$ cat config.mk
export PLATFORM = sky130hd
export DESIGN_NAME = systolic_feeder_flat
export DESIGN_NICKNAME = d
export VERILOG_FILES = /design/src/rtl/systolic_feeder_if.sv /design/src/rtl/systolic_feeder.sv /design/src/flat_wrapper.sv
export SDC_FILE = /design/constraint.sdc
export NUM_CORES = 1
export LEC_CHECK = 0
export ABC_CLOCK_PERIOD_IN_PS = 6500
export CAP_MARGIN = 15
export CELL_PAD_IN_SITES_DETAIL_PLACEMENT = 1
export CELL_PAD_IN_SITES_GLOBAL_PLACEMENT = 1
export CORE_ASPECT_RATIO = 0.8
export CORE_MARGIN = 5
export CORE_UTILIZATION = 45
export DETAILED_ROUTE_END_ITERATION = 12
export HOLD_SLACK_MARGIN = 0.06
export PLACE_DENSITY = 0.88
export SKIP_LAST_GASP = 1
export SYNTH_ARGS = -nofsm -noshare
export SYNTH_HDL_FRONTEND = slang
export SYNTH_SLANG_ARGS = --single-unit
export TNS_END_PERCENT = 20
$ cat constraint.sdc
create_clock -name clk -period 6.5 [get_ports clk]
set_input_delay 0.975 -clock clk [delete_from_list [all_inputs] [get_ports clk]]
set_output_delay 0.975 -clock clk [all_outputs]
set_load 0.01 [all_outputs]
$ cat src/rtl/systolic_feeder_if.sv
// Load/stream bundle between a matrix source, the systolic feeder and the
// array edges. The master side supplies A rows / B columns and observes the
// skewed edge streams; the slave side is the feeder itself.
interface systolic_feeder_if #(
    parameter int DWIDTH = 32,
    parameter int N      = 3
);
    logic                         in_valid;
    logic                         in_ready;
    logic [N-1:0][DWIDTH-1:0]     a_row;
    logic [N-1:0][DWIDTH-1:0]     b_col;
    logic [N-1:0][DWIDTH-1:0]     west;
    logic [N-1:0][DWIDTH-1:0]     north;
    logic                         busy;
    logic                         done;

    modport master (
        output in_valid, a_row, b_col,
        input  in_ready, west, north, busy, done
    );

    modport slave (
        input  in_valid, a_row, b_col,
        output in_ready, west, north, busy, done
    );
endinterface

$ cat src/rtl/systolic_feeder.sv
// Systolic array feeder: loads an NxN A matrix row by row and an NxN B matrix
// column by column, then streams them diagonally skewed onto the west and
// north edges of an NxN systolic array, waits for the array to drain and
// pulses done. Element values pass through untouched.
// Optional feature: define SYSTOLIC_FEEDER_JOBCNT_EN to add a 16-bit
// job_count output counting completed jobs (wraps, cleared by reset).
module systolic_feeder #(
    parameter int DWIDTH = 32,
    parameter int N      = 3
) (
    input  logic                clk,
    input  logic                rstn,
    systolic_feeder_if.slave    bus
`ifdef SYSTOLIC_FEEDER_JOBCNT_EN
    ,
    output logic [15:0]         job_count
`endif
);
    localparam int SW = $clog2(3 * N) + 1;
    localparam int IW = $clog2(N);
    localparam logic [SW-1:0] LAST_BEAT  = SW'(N - 1);
    localparam logic [SW-1:0] LAST_STEP  = SW'(3 * N - 3);
    localparam logic [SW-1:0] LAST_DRAIN = SW'(N - 1);

    typedef enum logic [2:0] {
        S_IDLE,
        S_LOAD,
        S_FEED,
        S_DRAIN,
        S_DONE
    } state_t;

    state_t                     state_q;
    logic [SW-1:0]              beat_q;
    logic [SW-1:0]              step_q;
    logic [N-1:0][DWIDTH-1:0]   west_q;
    logic [N-1:0][DWIDTH-1:0]   north_q;
    logic [N-1:0][DWIDTH-1:0]   west_d;
    logic [N-1:0][DWIDTH-1:0]   north_d;
    logic                       in_ready_q;
    logic                       busy_q;
    logic                       done_q;

    logic [DWIDTH-1:0]          a_mem [N][N];
    logic [DWIDTH-1:0]          b_mem [N][N];
    logic [IW-1:0]              wr_idx;
    logic [IW-1:0]              kidx;
    int                         nxt_step;
    logic                       accept;

    assign accept   = bus.in_valid & in_ready_q;
    assign wr_idx   = beat_q[IW-1:0];
    // Step whose values are registered at the coming edge: 0 when entering
    // FEED from LOAD, otherwise the following step of the current FEED.
    assign nxt_step = (state_q == S_FEED) ? int'(step_q) + 1 : 0;

    assign bus.in_ready = in_ready_q;
    assign bus.busy     = busy_q;
    assign bus.done     = done_q;
    assign bus.west     = west_q;
    assign bus.north    = north_q;

    // Capture beat k as A row k and B column k; matrices need no reset.
    always_ff @(posedge clk) begin
        if (accept) begin
            for (int c = 0; c < N; c++) begin
                a_mem[wr_idx][c] <= bus.a_row[c];
                b_mem[c][wr_idx] <= bus.b_col[c];
            end
        end
    end

    // Diagonal skew: edge lane i carries element (step - i) of its row/column.
    always_comb begin
        west_d  = '0;
        north_d = '0;
        kidx    = '0;
        for (int i = 0; i < N; i++) begin
            if (nxt_step >= i && nxt_step < i + N) begin
                kidx       = IW'(nxt_step - i);
                west_d[i]  = a_mem[i][kidx];
                north_d[i] = b_mem[kidx][i];
            end
        end
    end

    // Job sequencer with registered handshake, status and edge streams.
    always_ff @(posedge clk or negedge rstn) begin
        if (!rstn) begin
            state_q    <= S_IDLE;
            beat_q     <= '0;
            step_q     <= '0;
            west_q     <= '0;
            north_q    <= '0;
            in_ready_q <= 1'b1;
            busy_q     <= 1'b0;
            done_q     <= 1'b0;
        end else begin
            west_q  <= '0;
            north_q <= '0;
            done_q  <= 1'b0;
            case (state_q)
                S_IDLE: begin
                    if (accept) begin
                        state_q <= S_LOAD;
                        beat_q  <= SW'(1);
                        busy_q  <= 1'b1;
                    end
                end
                S_LOAD: begin
                    if (accept) begin
                        if (beat_q == LAST_BEAT) begin
                            state_q    <= S_FEED;
                            beat_q     <= '0;
                            step_q     <= '0;
                            in_ready_q <= 1'b0;
                            west_q     <= west_d;
                            north_q    <= north_d;
                        end else begin
                            beat_q <= beat_q + SW'(1);
                        end
                    end
                end
                S_FEED: begin
                    if (step_q == LAST_STEP) begin
                        state_q <= S_DRAIN;
                        step_q  <= '0;
                    end else begin
                        step_q  <= step_q + SW'(1);
                        west_q  <= west_d;
                        north_q <= north_d;
                    end
                end
                S_DRAIN: begin
                    if (step_q == LAST_DRAIN) begin
                        state_q <= S_DONE;
                        step_q  <= '0;
                        busy_q  <= 1'b0;
                        done_q  <= 1'b1;
                    end else begin
                        step_q <= step_q + SW'(1);
                    end
                end
                S_DONE: begin
                    state_q    <= S_IDLE;
                    in_ready_q <= 1'b1;
                end
                default: begin
                    state_q    <= S_IDLE;
                    beat_q     <= '0;
                    step_q     <= '0;
                    in_ready_q <= 1'b1;
                    busy_q     <= 1'b0;
                end
            endcase
        end
    end

`ifdef SYSTOLIC_FEEDER_JOBCNT_EN
    logic [15:0] job_count_q;

    assign job_count = job_count_q;

    // Count completed jobs; the new value appears the cycle after done.
    always_ff @(posedge clk or negedge rstn) begin
        if (!rstn) begin
            job_count_q <= '0;
        end else if (done_q) begin
            job_count_q <= job_count_q + 16'd1;
        end
    end
`endif

endmodule
$ cat src/flat_wrapper.sv
// flat-port wrapper written by rule: the top's interface ports become plain ports
module systolic_feeder_flat 
#(
    parameter int DWIDTH = 32,
    parameter int N      = 3
)
  (clk, rstn, bus_in_valid, bus_a_row, bus_b_col, bus_in_ready, bus_west, bus_north, bus_busy, bus_done);
  systolic_feeder_if #(.DWIDTH(DWIDTH), .N(N)) bus_i ();
  input  logic clk;
  input  logic rstn;
  input wire logic [$bits(bus_i.in_valid)-1:0] bus_in_valid;
  input wire logic [$bits(bus_i.a_row)-1:0] bus_a_row;
  input wire logic [$bits(bus_i.b_col)-1:0] bus_b_col;
  output wire logic [$bits(bus_i.in_ready)-1:0] bus_in_ready;
  output wire logic [$bits(bus_i.west)-1:0] bus_west;
  output wire logic [$bits(bus_i.north)-1:0] bus_north;
  output wire logic [$bits(bus_i.busy)-1:0] bus_busy;
  output wire logic [$bits(bus_i.done)-1:0] bus_done;
  assign bus_i.in_valid = bus_in_valid;
  assign bus_i.a_row = bus_a_row;
  assign bus_i.b_col = bus_b_col;
  assign bus_in_ready = bus_i.in_ready;
  assign bus_west = bus_i.west;
  assign bus_north = bus_i.north;
  assign bus_busy = bus_i.busy;
  assign bus_done = bus_i.done;
  systolic_feeder #(.DWIDTH(DWIDTH), .N(N)) u_core (.clk(clk), .rstn(rstn), .bus(bus_i));
endmodule
**After elaboration in Yosys (flattened, before gate mapping)**

Memories as Yosys holds them, arrays and structs flattened.
Index checks and enable logic that the tools add are counted.

- $add $sub $neg: 5
- Magnitude comparators: 11
- Equality and inequality tests: 12
- Multiplexer cells: 52
- Bitwise logic cells: 9
- Reductions and logical operators: 14

Operators with widths:

| operator | number |
|---|---|
| $mux 96 | 7 |
| $mux 32 | 13 |
| $pmux 96 s2 | 2 |
| $bmux 32 s2 | 3 |
| $demux 32 s2 | 1 |
| $lt 32x4->1 const B | 2 |
| $mux 5 | 7 |
| $ge 32x1->1 const B | 1 |
| $ge 32x2->1 const B | 1 |
| $ge 32x3->1 const B | 1 |
| $lt 32x3->1 const B | 1 |
| $pmux 5 s4 | 1 |
| $mux 3 | 5 |
| $pmux 5 s3 | 1 |
| $ge 3x3->1 const B | 4 |
| $not 2->3 | 4 |
| $pmux 3 s4 | 1 |
| $reduce_and 3->1 | 4 |
| $add 5x1->5 const B | 2 |
| $eq 5x2->1 const B | 2 |
| $reduce_or 3->1 | 3 |
| $mux 1 | 8 |
| $ne 2x1->1 const B | 4 |
| $add 5x1->6 const B | 1 |
| 16 further kinds | 24 |

- Register bits: 208
- Bits in writable memories: 576
- Input bits: 195
- Output and inout port bits: 195
- Word-level logic and storage cells: 117
- Memories: 2

Memories:

| memory | words | width | rd ports | clocked after Yosys merged registers in | wr ports | line | source |
|---|---|---|---|---|---|---|---|
| u_core.a_mem | 3 | 96 | 3 | 0 | 1 | systolic_feeder.sv:44 | `logic [DWIDTH-1:0] a_mem [N][N];` |
| u_core.b_mem | 3 | 96 | 3 | 0 | 3 | systolic_feeder.sv:45 | `logic [DWIDTH-1:0] b_mem [N][N];` |

**Depth between registers and ports, before layout**

Gate-level depths: netlist (run 1).

- Depth after elaboration: 11
- Depth in mapped cells: 13
- Mapped depth without buffers: 8

**Worst setup path before layout (run 1)**

No wires, ideal clock.

- Kind: input-to-reg
- Start point: input port bus_in_valid
- End point: memory u_core.a_mem[0][0] (netlist bit), enable pin
- Arrival time: 5.416 ns
- Required time: 5.923 ns
- Path slack: 0.507 ns
- Stages: 1
- Path buffers: 0
- Cell sequence: and3_1

- Word-level cells in the longest chain between the ends: 3

Ends and longest elaborated chain:

| what | line | source |
|---|---|---|
| start: declaration | flat_wrapper.sv:11 | `input wire logic [$bits(bus_i.in_valid)-1:0] bus_in_valid;` |
| $and 1x1->1 | systolic_feeder.sv:51 | `assign accept = bus.in_valid & in_ready_q;` |
| $mux 1 | systolic_feeder.sv:65 | `if (accept) begin` |
| $mux 1 (implied by the code) | systolic_feeder.sv:67 | `a_mem[wr_idx][c] <= bus.a_row[c];` |
| end: declaration | systolic_feeder.sv:44 |  |

Every way passes these cells.

**Final worst setup path (run 1)**

- Start point: register u_core.step_q[0]
- End point: register u_core.west_q (netlist bit u_core.bus.west[61])

- Word-level cells in the longest chain between the ends: 11
- Elaborated cells on any way between the ends: 16
- Those cells by class: add/sub (2); order compare (2); eq/ne (1); mux (9); bitwise (1); reduce/logical (1)

Ends and longest elaborated chain:

| what | line | source |
|---|---|---|
| start: declaration | systolic_feeder.sv:35 | `logic [SW-1:0] step_q;` |
| start signal: assignment | systolic_feeder.sv:129 | `step_q <= step_q + SW'(1);` |
| start signal: assignment | systolic_feeder.sv:141 | `step_q <= step_q + SW'(1);` |
| parallel branches: the longest is 10 deep, another holds $ge 32x2->1 | -- |  |
| $pmux 96 s2 * | systolic_feeder.sv:102 | `case (state_q)` |
| end signal: assignment | systolic_feeder.sv:117 | `west_q <= west_d;` |
| end signal: assignment | systolic_feeder.sv:130 | `west_q <= west_d;` |
| end: declaration | systolic_feeder.sv:36 | `logic [N-1:0][DWIDTH-1:0] west_q;` |

Mark *: on every way between the ends. The select of a mux whose other input is x is not followed.
A chain may end at the register's enable or synchronous reset.

==> impl_results.md, run 1 <==
- Outcome: completed
- Post-Synthesis Cells: 1760
- Tmin final: between 5 and 6 ns
- Slowest Stage Delay on Critical Path: 1.14 ns
- Placed insts: just under 3000
- # Post-CTS Setup Buffers: 0
- Synth top area share: 60.9%
- Fin area: 35600 µm²
- Slew headroom: 23.5%
- Worst path depth: 8
- Gpl congestion: approximately 0.82
- Total global-route track usage: 26.1%
- PD cells: 362 nW/µm²
- Die Y: 235 µm
- I/O Buffers: 389
- Number of max-cap violations: 0
- Final Instance Count excl. Fillers: between 3000 and 4000
- Top fanout value on the critical path: 81
- HPWL Detailed: 55100 µm
- CP endpoint: u_core.bus.west[61]
- Unique masters post-synth: 55
- Inserted Clock Buffers: 76
- Sequential standard cell area: ~23000 µm²
- Fill cells: 5825
- Max frequency: 178 MHz
- Reg2Reg Setup Slack: 0.88 ns
- Post-synth EDFFs: 576
- Syn Area/Cell: 16.1 µm²
- Ys async rst share: about a quarter
- Largest net degree at the start of global routing: about 140
- Yosys reg bits: approximately 800
- Fin nets: 2324
- Register area share after synthesis: a little under 80%
- Die ar.: 68200 µm²
- WL/cell: around 30 µm
- Main area contributors after synthesis: edfxtp_1 (61%), dfrtp_1 (18%), nand2_1 (1.9%), o21ai_0 (1.8%), nor2_1 (1.5%)
- Routed vias/inst: 6.02
- First-pass GRT wire length: 134000 µm
- PostCTS Resize Cnt: 0
- Area of the multi-input gates: 5380 µm²
- Gr ovfl total: 0
- CP top delay family: adder cells
- Core area: 62600 µm²
- DRT Wirelength: 92600 µm
- Layout cells sized above 1: 8.92%
- Mapped Area: 28400 µm²
- Clock-pin slew on the worst setup and hold paths: 0.06 ns
- Leak: 0.0123 µW
- Rows: 82
- Most used cell, CP: ha_4
- Final setup viols: 0
- Startpoint Class: flop
- Worst path arrival time: 6.09 ns
- Residual DRC: 0
- Synth-to-Final Area Change: 25.3%
- Bufs on Longest Clock Path: 3
- First-pass iteration count of the detailed router: 7
- Initial antenna violation count: 16
- Hold buffers post-CTS: 0
- Final Cycle Share: 86.5%
- Synth warn: 0
- H-tree Lvls: 3
- Syn nets: about 2000
- Reg-to-Reg End: u_core.bus.west[61]
- Vias: 18306
- Synth area leader: edfxtp_1
- CP max-delay cell: ha_4
- Iter 0 DRT Violations: 2290
- Dpl cell area: 33100 µm²
- Hold/Removal Path Class: input port to async pin
- Horiz. Die Dim: 291 µm
- CTS root buffer: clkbuf_16
- CTS tree: done
- Top-Level Pins: 390
- Vias in the first global route: approximately 20000
- Max-slew violations: 0
- Setup crit end kind: flop
- Reg2reg start: u_core.step_q[0]
- RSZ-0062 raised after global routing: no
- Synth Flop Type: edfxtp_1
- Count leader, synth: edfxtp_1
- Initial core utilization: a little under half
- Crit. Startpoint: u_core.step_q[0]
- Antenna Nets Post-Route: 0
- Most instantiated cells after synthesis: edfxtp_1 (576), dfrtp_1 (207), nand2_1 (140)
- Cells along the critical path: inv_1, ha_4, nand2b_2, inv_4, ha_4, buf_4, nand3b_1, a21oi_1
- Setup TNS: 0 ns
- CP bufs+invs: 3
- Clock Sink Count: 784
- Worst reg2reg path depth: 8
- Final Hold Viols: 0
- VDD IR max: 0.229 mV
- Layout Skew: a little over 0.03 ns
- WS Path Type: flop to flop
- Critical path required time: slightly below 7 ns
- Worst-Skew Late Latency: roughly 0.64 ns
- Measured slew at the worst slew-check pin: 1.15 ns
-- cells by family after synthesis --
logic type,count (synthesis),share of synthesized area [%]
buf+inv,134,2.09
mux,66,2.47
compound gates,375,9.17
fa+ha+maj,7,0.309
flops,784,79.3
simple gates,393,6.64
xor+xnor,1,0.0309
-- power breakdown --
group | internal, µW | leakage, µW | switching, µW
combinational | 496 | 0.00292 | 1460
sequential | 6180 | 0.00816 | 315
clock | 2510 | 0.00122 | 1910
-- area by class of cell --
type,count,area share (%)
Clock inverter,33,0.886
Multi-Input combinational cell,842,15.1
Inverter,6,0.0703
Timing Repair Buffer,412,11.6
Antenna cell,14,0.0985
Sequential cell,784,63.3
Clock buffer,109,6.01
Tap cell,840,2.95
-- cells in the final DEF, fill, tap and decap left out, drive strengths merged, types with 3 or more instances in the layout --
master	Yosys	routed
a2111oi	32	32
a211oi	33	33
a21oi	68	68
a222oi	32	32
a311oi	33	33
a32o	31	31
and3	4	4
buf	42	24
bufinv	0	5
clkbuf	86	109
clkdlybuf4s50	0	388
clkinv	1	24
dfrtp	207	207
diode	0	14
edfxtp	576	576
ha	7	7
inv	5	10
mux2	32	32
mux2i	34	34
nand2	140	140
nand2b	4	4
nand3	8	8
nand3b	33	33
nor2	111	111
nor2b	3	3
nor3	37	37
nor3b	8	8
o21ai	104	104
o22ai	34	34
or3	32	32
or3b	4	4
-- worst min path at each step --
stage,to,from,slack (ns),cells after the start
3_3_place_gp,u_core.bus.west[24],u_core.a_mem[0][56],0.49,2
6_report,u_core.bus.north[69],rstn,0.38,1
3_5_place_dp,u_core.bus.west[11],u_core.a_mem[0][43],0.52,2
5_1_grt,u_core.bus.north[37],rstn,0.47,1
2_1_floorplan,u_core.bus.west[0],u_core.a_mem[0][32],0.49,2
4_1_cts,u_core.bus.north[69],rstn,0.44,1
-- worst reg2reg max path: stages (launching register included) --
cell	delay (ns)
dfrtp_4	0.87
inv_1	0.24
ha_4	0.67
nand2b_2	0.91
inv_4	0.61
ha_4	1.19
buf_4	0.62
nand3b_1	0.27
a21oi_1	0.09
-- metrics by stage --
step	utilization [%]	total power (µW)	hold slack (ns)	setup slack [ns]
2_1_floorplan	-	7660	0.487	0.507
3_3_place_gp	52.9	8260	0.494	1.31
3_5_place_dp	52.9	8470	0.519	1.02
4_1_cts	56.8	12900	0.438	0.858
5_1_grt	56.8	13300	0.471	0.730
6_report	56.8	12900	0.385	0.877
-- registers in the layout, summed over array words and instances (netlist names) --
signal and count:
u_core.bus.north 96, u_core.step_q 5, u_core.bus.west 96, u_core.state_q 3, u_core.b_mem 288, u_core.bus.busy 1
u_core.beat_q 5, u_core.a_mem 288, u_core.bus.in_ready 1, u_core.bus.done 1
-- metal layers --
metal,GRT usage (%),up-vias,share of wire [%]
li1,-,7526,-
met1,32.1,9553,38
met2,45.0,992,52
met3,5.08,231,6.6
met4,11.7,4,4.4
met5,0,-,0.019
(Power assumes the default switching activity.)
==> run 2: changes to the inputs <==
Settings changed: SKIP_LAST_GASP 1 to unset.
==> results of run 2 <==
Same layout as run 1: the final DEF is identical, and so are final timing and power.
==> run 3: changes to the inputs <==
Settings changed: CTS_CLUSTER_DIAMETER set to 100, SETUP_SLACK_MARGIN set to 0.02, SLEW_MARGIN set to 20.
==> results of run 3 <==
Same layout as run 1: the final DEF is identical, and so are final timing and power.
